**src/rtl/tmds_lane_serializer.sv**
```systemverilog
// Parametrised soft serializer: NUM_CH data lanes plus a forwarded-clock lane,
// fed through a one-word valid/ready holding buffer, with idle fill and underrun flag.
module tmds_lane_serializer #(
  parameter int                 DATA_W    = 10,
  parameter int                 NUM_CH    = 3,
  parameter int                 LSB_FIRST = 1,
  parameter logic [DATA_W-1:0]  IDLE_WORD = 10'b1101010100,
  parameter logic [DATA_W-1:0]  CLK_WORD  = 10'b1111100000
) (
  input  logic                     SerialClk,
  input  logic                     RstB,
  input  logic                     Enable,
  input  logic [NUM_CH*DATA_W-1:0] InData,
  input  logic                     InValid,
  output logic                     InReady,
  output logic [NUM_CH-1:0]        SerOut,
  output logic                     ClkOut,
  output logic                     WordStart,
  output logic                     Running,
  output logic                     Underrun,
  input  logic                     UnderrunClr
);

  localparam int CNT_W = $clog2(DATA_W);
  localparam logic [CNT_W-1:0] LAST_BIT = CNT_W'(DATA_W - 1);

  typedef enum logic {S_IDLE, S_RUN} state_t;

  state_t                     r_state;
  logic [CNT_W-1:0]           r_cnt;
  logic                       r_buf_full;
  logic [NUM_CH*DATA_W-1:0]   r_buf;
  logic [DATA_W-1:0]          r_sh [NUM_CH];
  logic [DATA_W-1:0]          r_clk_sh;
  logic                       r_underrun;

  logic w_last;
  logic w_load;
  logic w_stop;
  logic w_accept;

  function automatic logic [DATA_W-1:0] shift_word(input logic [DATA_W-1:0] v);
    if (LSB_FIRST != 0) shift_word = v >> 1;
    else                shift_word = v << 1;
  endfunction

  function automatic logic out_bit(input logic [DATA_W-1:0] v);
    if (LSB_FIRST != 0) out_bit = v[0];
    else                out_bit = v[DATA_W-1];
  endfunction

  assign w_last   = (r_state == S_RUN) && (r_cnt == LAST_BIT);
  assign w_load   = Enable && ((r_state == S_IDLE) || w_last);
  assign w_stop   = w_last && !Enable;
  // Reset gates InReady so nothing is accepted while the block is held in reset.
  assign InReady  = RstB && (!r_buf_full || (w_last && Enable));
  assign w_accept = InValid && InReady;

  always_ff @(posedge SerialClk or negedge RstB) begin
    if (!RstB) begin
      r_state    <= S_IDLE;
      r_cnt      <= '0;
      r_buf_full <= 1'b0;
      r_clk_sh   <= '0;
      r_underrun <= 1'b0;
      for (int c = 0; c < NUM_CH; c++) r_sh[c] <= '0;
    end else begin
      if (w_load) begin
        r_state  <= S_RUN;
        r_cnt    <= '0;
        r_clk_sh <= CLK_WORD;
        for (int c = 0; c < NUM_CH; c++)
          r_sh[c] <= r_buf_full ? r_buf[c*DATA_W +: DATA_W] : IDLE_WORD;
      end else if (w_stop) begin
        // Clearing the shift registers keeps the lanes at 0 for the whole idle period.
        r_state  <= S_IDLE;
        r_cnt    <= '0;
        r_clk_sh <= '0;
        for (int c = 0; c < NUM_CH; c++) r_sh[c] <= '0;
      end else if (r_state == S_RUN) begin
        r_cnt    <= r_cnt + CNT_W'(1);
        r_clk_sh <= shift_word(r_clk_sh);
        for (int c = 0; c < NUM_CH; c++) r_sh[c] <= shift_word(r_sh[c]);
      end

      // A same-edge accept refills the buffer that the load is draining.
      if (w_accept)    r_buf_full <= 1'b1;
      else if (w_load) r_buf_full <= 1'b0;

      if (w_load && !r_buf_full) r_underrun <= 1'b1;
      else if (UnderrunClr)      r_underrun <= 1'b0;
    end
  end

  always_ff @(posedge SerialClk) begin
    if (w_accept) r_buf <= InData;
  end

  always_comb begin
    SerOut = '0;
    for (int c = 0; c < NUM_CH; c++) SerOut[c] = out_bit(r_sh[c]);
  end

  assign ClkOut    = out_bit(r_clk_sh);
  assign Running   = (r_state == S_RUN);
  assign WordStart = Running && (r_cnt == '0);
  assign Underrun  = r_underrun;

endmodule

```
**config.mk**
```make
export PLATFORM = sky130hd
export DESIGN_NAME = tmds_lane_serializer
export DESIGN_NICKNAME = d
export VERILOG_FILES = /design/src/rtl/tmds_lane_serializer.sv
export SDC_FILE = /design/constraint.sdc
export NUM_CORES = 1
export LEC_CHECK = 0
export BUFFER_PORTS_ARGS = -buffer_cell sky130_fd_sc_hd__buf_2
export CORE_ASPECT_RATIO = 0.9
export CORE_UTILIZATION = 55
export DETAILED_ROUTE_END_ITERATION = 8
export PLACE_DENSITY = 0.77
export SLEW_MARGIN = 20
export SYNTH_ARGS = -nofsm -noshare
export SYNTH_HDL_FRONTEND = slang
export SYNTH_SLANG_ARGS = --single-unit
```
**constraint.sdc**
```tcl
create_clock -name SerialClk -period 3.2 [get_ports SerialClk]
set_input_delay 0.48 -clock SerialClk [delete_from_list [all_inputs] [get_ports SerialClk]]
set_output_delay 0.48 -clock SerialClk [all_outputs]
set_load 0.01 [all_outputs]
```
==> results.json <==
{
  "synth_warnings": 0,
  "clkPwrFrac_pct": 26.7,
  "cts_tree": "built",
  "h-tree-depth": 3,
  "drv_slew": 0,
  "hold_buffers": 1,
  "hold_violations": 0,
  "die_h_um": 72.9,
  "hpwl_um": 3280,
  "fin_skew_ns": 0.00899,
  "drtIter0Drc": 143,
  "grt_pass1_vias": 1752,
  "vias": 1905,
  "antenna_found_initial": 0,
  "routabilityCongestion": 0.816,
  "period_needed_ns": 2.28,
  "pre_cts_ws_ns": 1.20,
  "worstSetupEndpointType": "output pin",
  "wl_per_cell_um": 16.1,
  "p_leak_nw": 1.57,
  "crit_required_ns": 2.72,
  "synth_area_leaders": "dfrtp_1, edfxtp_1, a221o_1",
  "setup_viol": 0,
  "async_flop_share_pct": 61.0,
  "syn2layout_area_growth_pct": 14.0,
  "cts_buffer_depth": 2,
  "hold_path_depth": 1,
  "critical-path-top-delay-family": "flip-flops",
  "wl_um": 5310,
  "clk_pin_slew_ns": 0.07,
  "reg2reg_to": "r_sh[9]$_DFFE_PN0P_",
  "finalCritPeriodShare_pct": 71.2,
  "postSynthCellCount": 218,
  "cp-start-kind": "flip-flop",
  "synth_common_cells": "dfrtp_1, a221o_1, edfxtp_1",
  "cts.sinks": 77,
  "drive_gt1_share_pct": 24.3,
  "fin_ws_ns": 0.922,
  "crit_path_cell_trace": "inv_1 -> ha_1 -> and3b_1 -> nand3_1 -> a21boi_0 -> buf_2",
  "postRouteAntennaNets": 0,
  "synth_top_area_share_pct": 38.3,
  "seq_power_share_pct": 53.2,
  "multi_input_area_sq_um": 875,
  "drc": 0,
  "core_area_sq_um": 5320,
  "netlist_area_sq_um": 3070,
  "clk_latency_ns": 0.34,
  "switching_share_pct": 28.1,
  "hold_start": "InData[15]",
  "vdd_drop_max_v": 0.000529,
  "cap_violations": 0,
  "final_nets": 296,
  "crit_path_max_incr_delay_ns": 0.40,
  "critPathMaxFanout": 4,
  "num_io_pins": 43,
  "fin_setup_tns_ns": 0,
  "holdPathEnd": "r_buf[15]$_DFFE_PP_",
  "combPwrFrac_pct": 20.1,
  "r2r_setup_slack_ns": 1.18,
  "synth.most_common_cell": "dfrtp_1",
  "seq_area_sq_um": 2080,
  "crit_slowest_cell": "dfrtp_1",
  "grt_pass1_wl_um": 8760,
  "die_area_sq_um": 5890,
  "overflow": 0,
  "utilization_pct": 65.9,
  "synth_area_per_cell_sq_um": 14.1,
  "path_class": "reg2out",
  "post-cts-setup-buffers": 0,
  "synth_seq_cells": 77,
  "seq_area_frac_synth_pct": 67.6,
  "power.internal_w": 0.00193,
  "avgViaCountPerCell": 5.77,
  "ff2ff_path_depth": 5,
  "grt_usage_pct": 21.0,
  "switching_power_w": 0.000756,
  "cts-root-buf": "clkbuf_8",
  "r2r-start": "r_cnt[1]$_DFFE_PN0P_",
  "worstMarginPinSlew_ns": 0.886,
  "status": "finished clean",
  "fill_cells": 415,
  "hold_path.class": "in2reg",
  "timing.critical_path.buf_inv": 2,
  "synth_edf_count": 30,
  "synth_cell_type_count": 30,
  "relSlewSlack_pct": 40.8,
  "max_freq_mhz": 439,
  "cts_buffers": 9,
  "ctsResizeCount": 0,
  "die_width_um": 80.8,
  "rows": 25,
  "dr.pass1.iters": 4,
  "synth_top_flop_cell": "dfrtp_1",
  "grt_max_degree": 42,
  "netlist.top_cell.by_area": "dfrtp_1",
  "start_util_pct": 57.8,
  "portBuffers": 42,
  "rsz0062_at_grt": "false",
  "syn_nets": 256,
  "diodes": 0,
  "power_density_nw_per_um2": 767,
  "arrival_ns": 1.80
}
## power groups by stage
stage / combinational (W) / clock [W] / sequential (W)
floorplan: 0.000462 / 0 / 0.00138
global placement: 0.000519 / 0 / 0.00143
detailed placement: 0.000545 / 0 / 0.00144
CTS: 0.000545 / 0.000732 / 0.00143
global route: 0.000605 / 0.000773 / 0.00146
finish: 0.000541 / 0.000716 / 0.00143
## sequential cells by signal, indices dropped and copies added, names as in the netlist
| name | count |
|---|---|
| r_buf | 30 |
| r_sh | 27 |
| r_clk_sh | 10 |
| r_cnt | 4 |
| SerOut | 3 |
| Running | 1 |
| Underrun | 1 |
| r_buf_full | 1 |
## cells by family (layout without fill, tap and decap cells)
logic type / after synthesis / count (layout) / synth area share [%]
compound gates: 64 / 64 / 17.1
simple gates: 52 / 52 / 9.94
buf+inv: 22 / 67 / 4.11
fa+ha+maj: 3 / 3 / 1.22
flops: 77 / 77 / 67.6
## worst max-delay path by stage
stage / depth (start not counted) / startpoint / end
4_1_cts: 6 / r_cnt[1]$_DFFE_PN0P_ / InReady
2_1_floorplan: 5 / r_cnt[1]$_DFFE_PN0P_ / r_buf[0]$_DFFE_PP_
6_report: 6 / r_cnt[1]$_DFFE_PN0P_ / InReady
3_3_place_gp: 4 / r_cnt[0]$_DFFE_PN0P_ / r_clk_sh[7]$_DFFE_PN0P_
5_1_grt: 6 / r_cnt[1]$_DFFE_PN0P_ / InReady
3_5_place_dp: 5 / r_cnt[1]$_DFFE_PN0P_ / r_sh[9]$_DFFE_PN0P_
## metal layers
metal	track usage [%]	routed length [um]
met1	30.2	2550
met2	29.3	2360
met3	8.50	343
met4	6.75	60
met5	0	0
## metrics by stage
stage | power, W | hold WS, ns | cells | cell area [sq um]
after floorplan | 0.00184 | 0.184 | 218 | 3070
after global placement | 0.00195 | 0.342 | 313 | 3290
after detailed placement | 0.00199 | 0.341 | 313 | 3290
after CTS | 0.00271 | 0.296 | 330 | 3500
after global routing | 0.00284 | 0.285 | 330 | 3500
final | 0.00269 | 0.310 | 330 | 3500
## placed cells by master (no fill, tap or decap), types with 2 or more instances in the layout
cell type and n:
dfrtp_1 47, buf_2 42, a221o_1 31, edfxtp_1 30
a21oi_1 15, and2_1 14, nor2b_1 13, clkbuf_8 12
a22o_1 9, nand2_1 8, nand2b_1 6, inv_1 5
o21ai_0 3, ha_1 3, buf_4 3, nand3_1 2
a21oi_2 2, nor2_1 2
## layout make-up
class                   count  area share [%]
clock inverters             2           0.322
repair buffers             46            6.93
inverters                   5           0.536
flip-flops and latches     77            59.3
well taps                  67            2.39
multi-input cells         119            25.0
clock buffers              14            5.54
(Power assumes the default switching activity.)
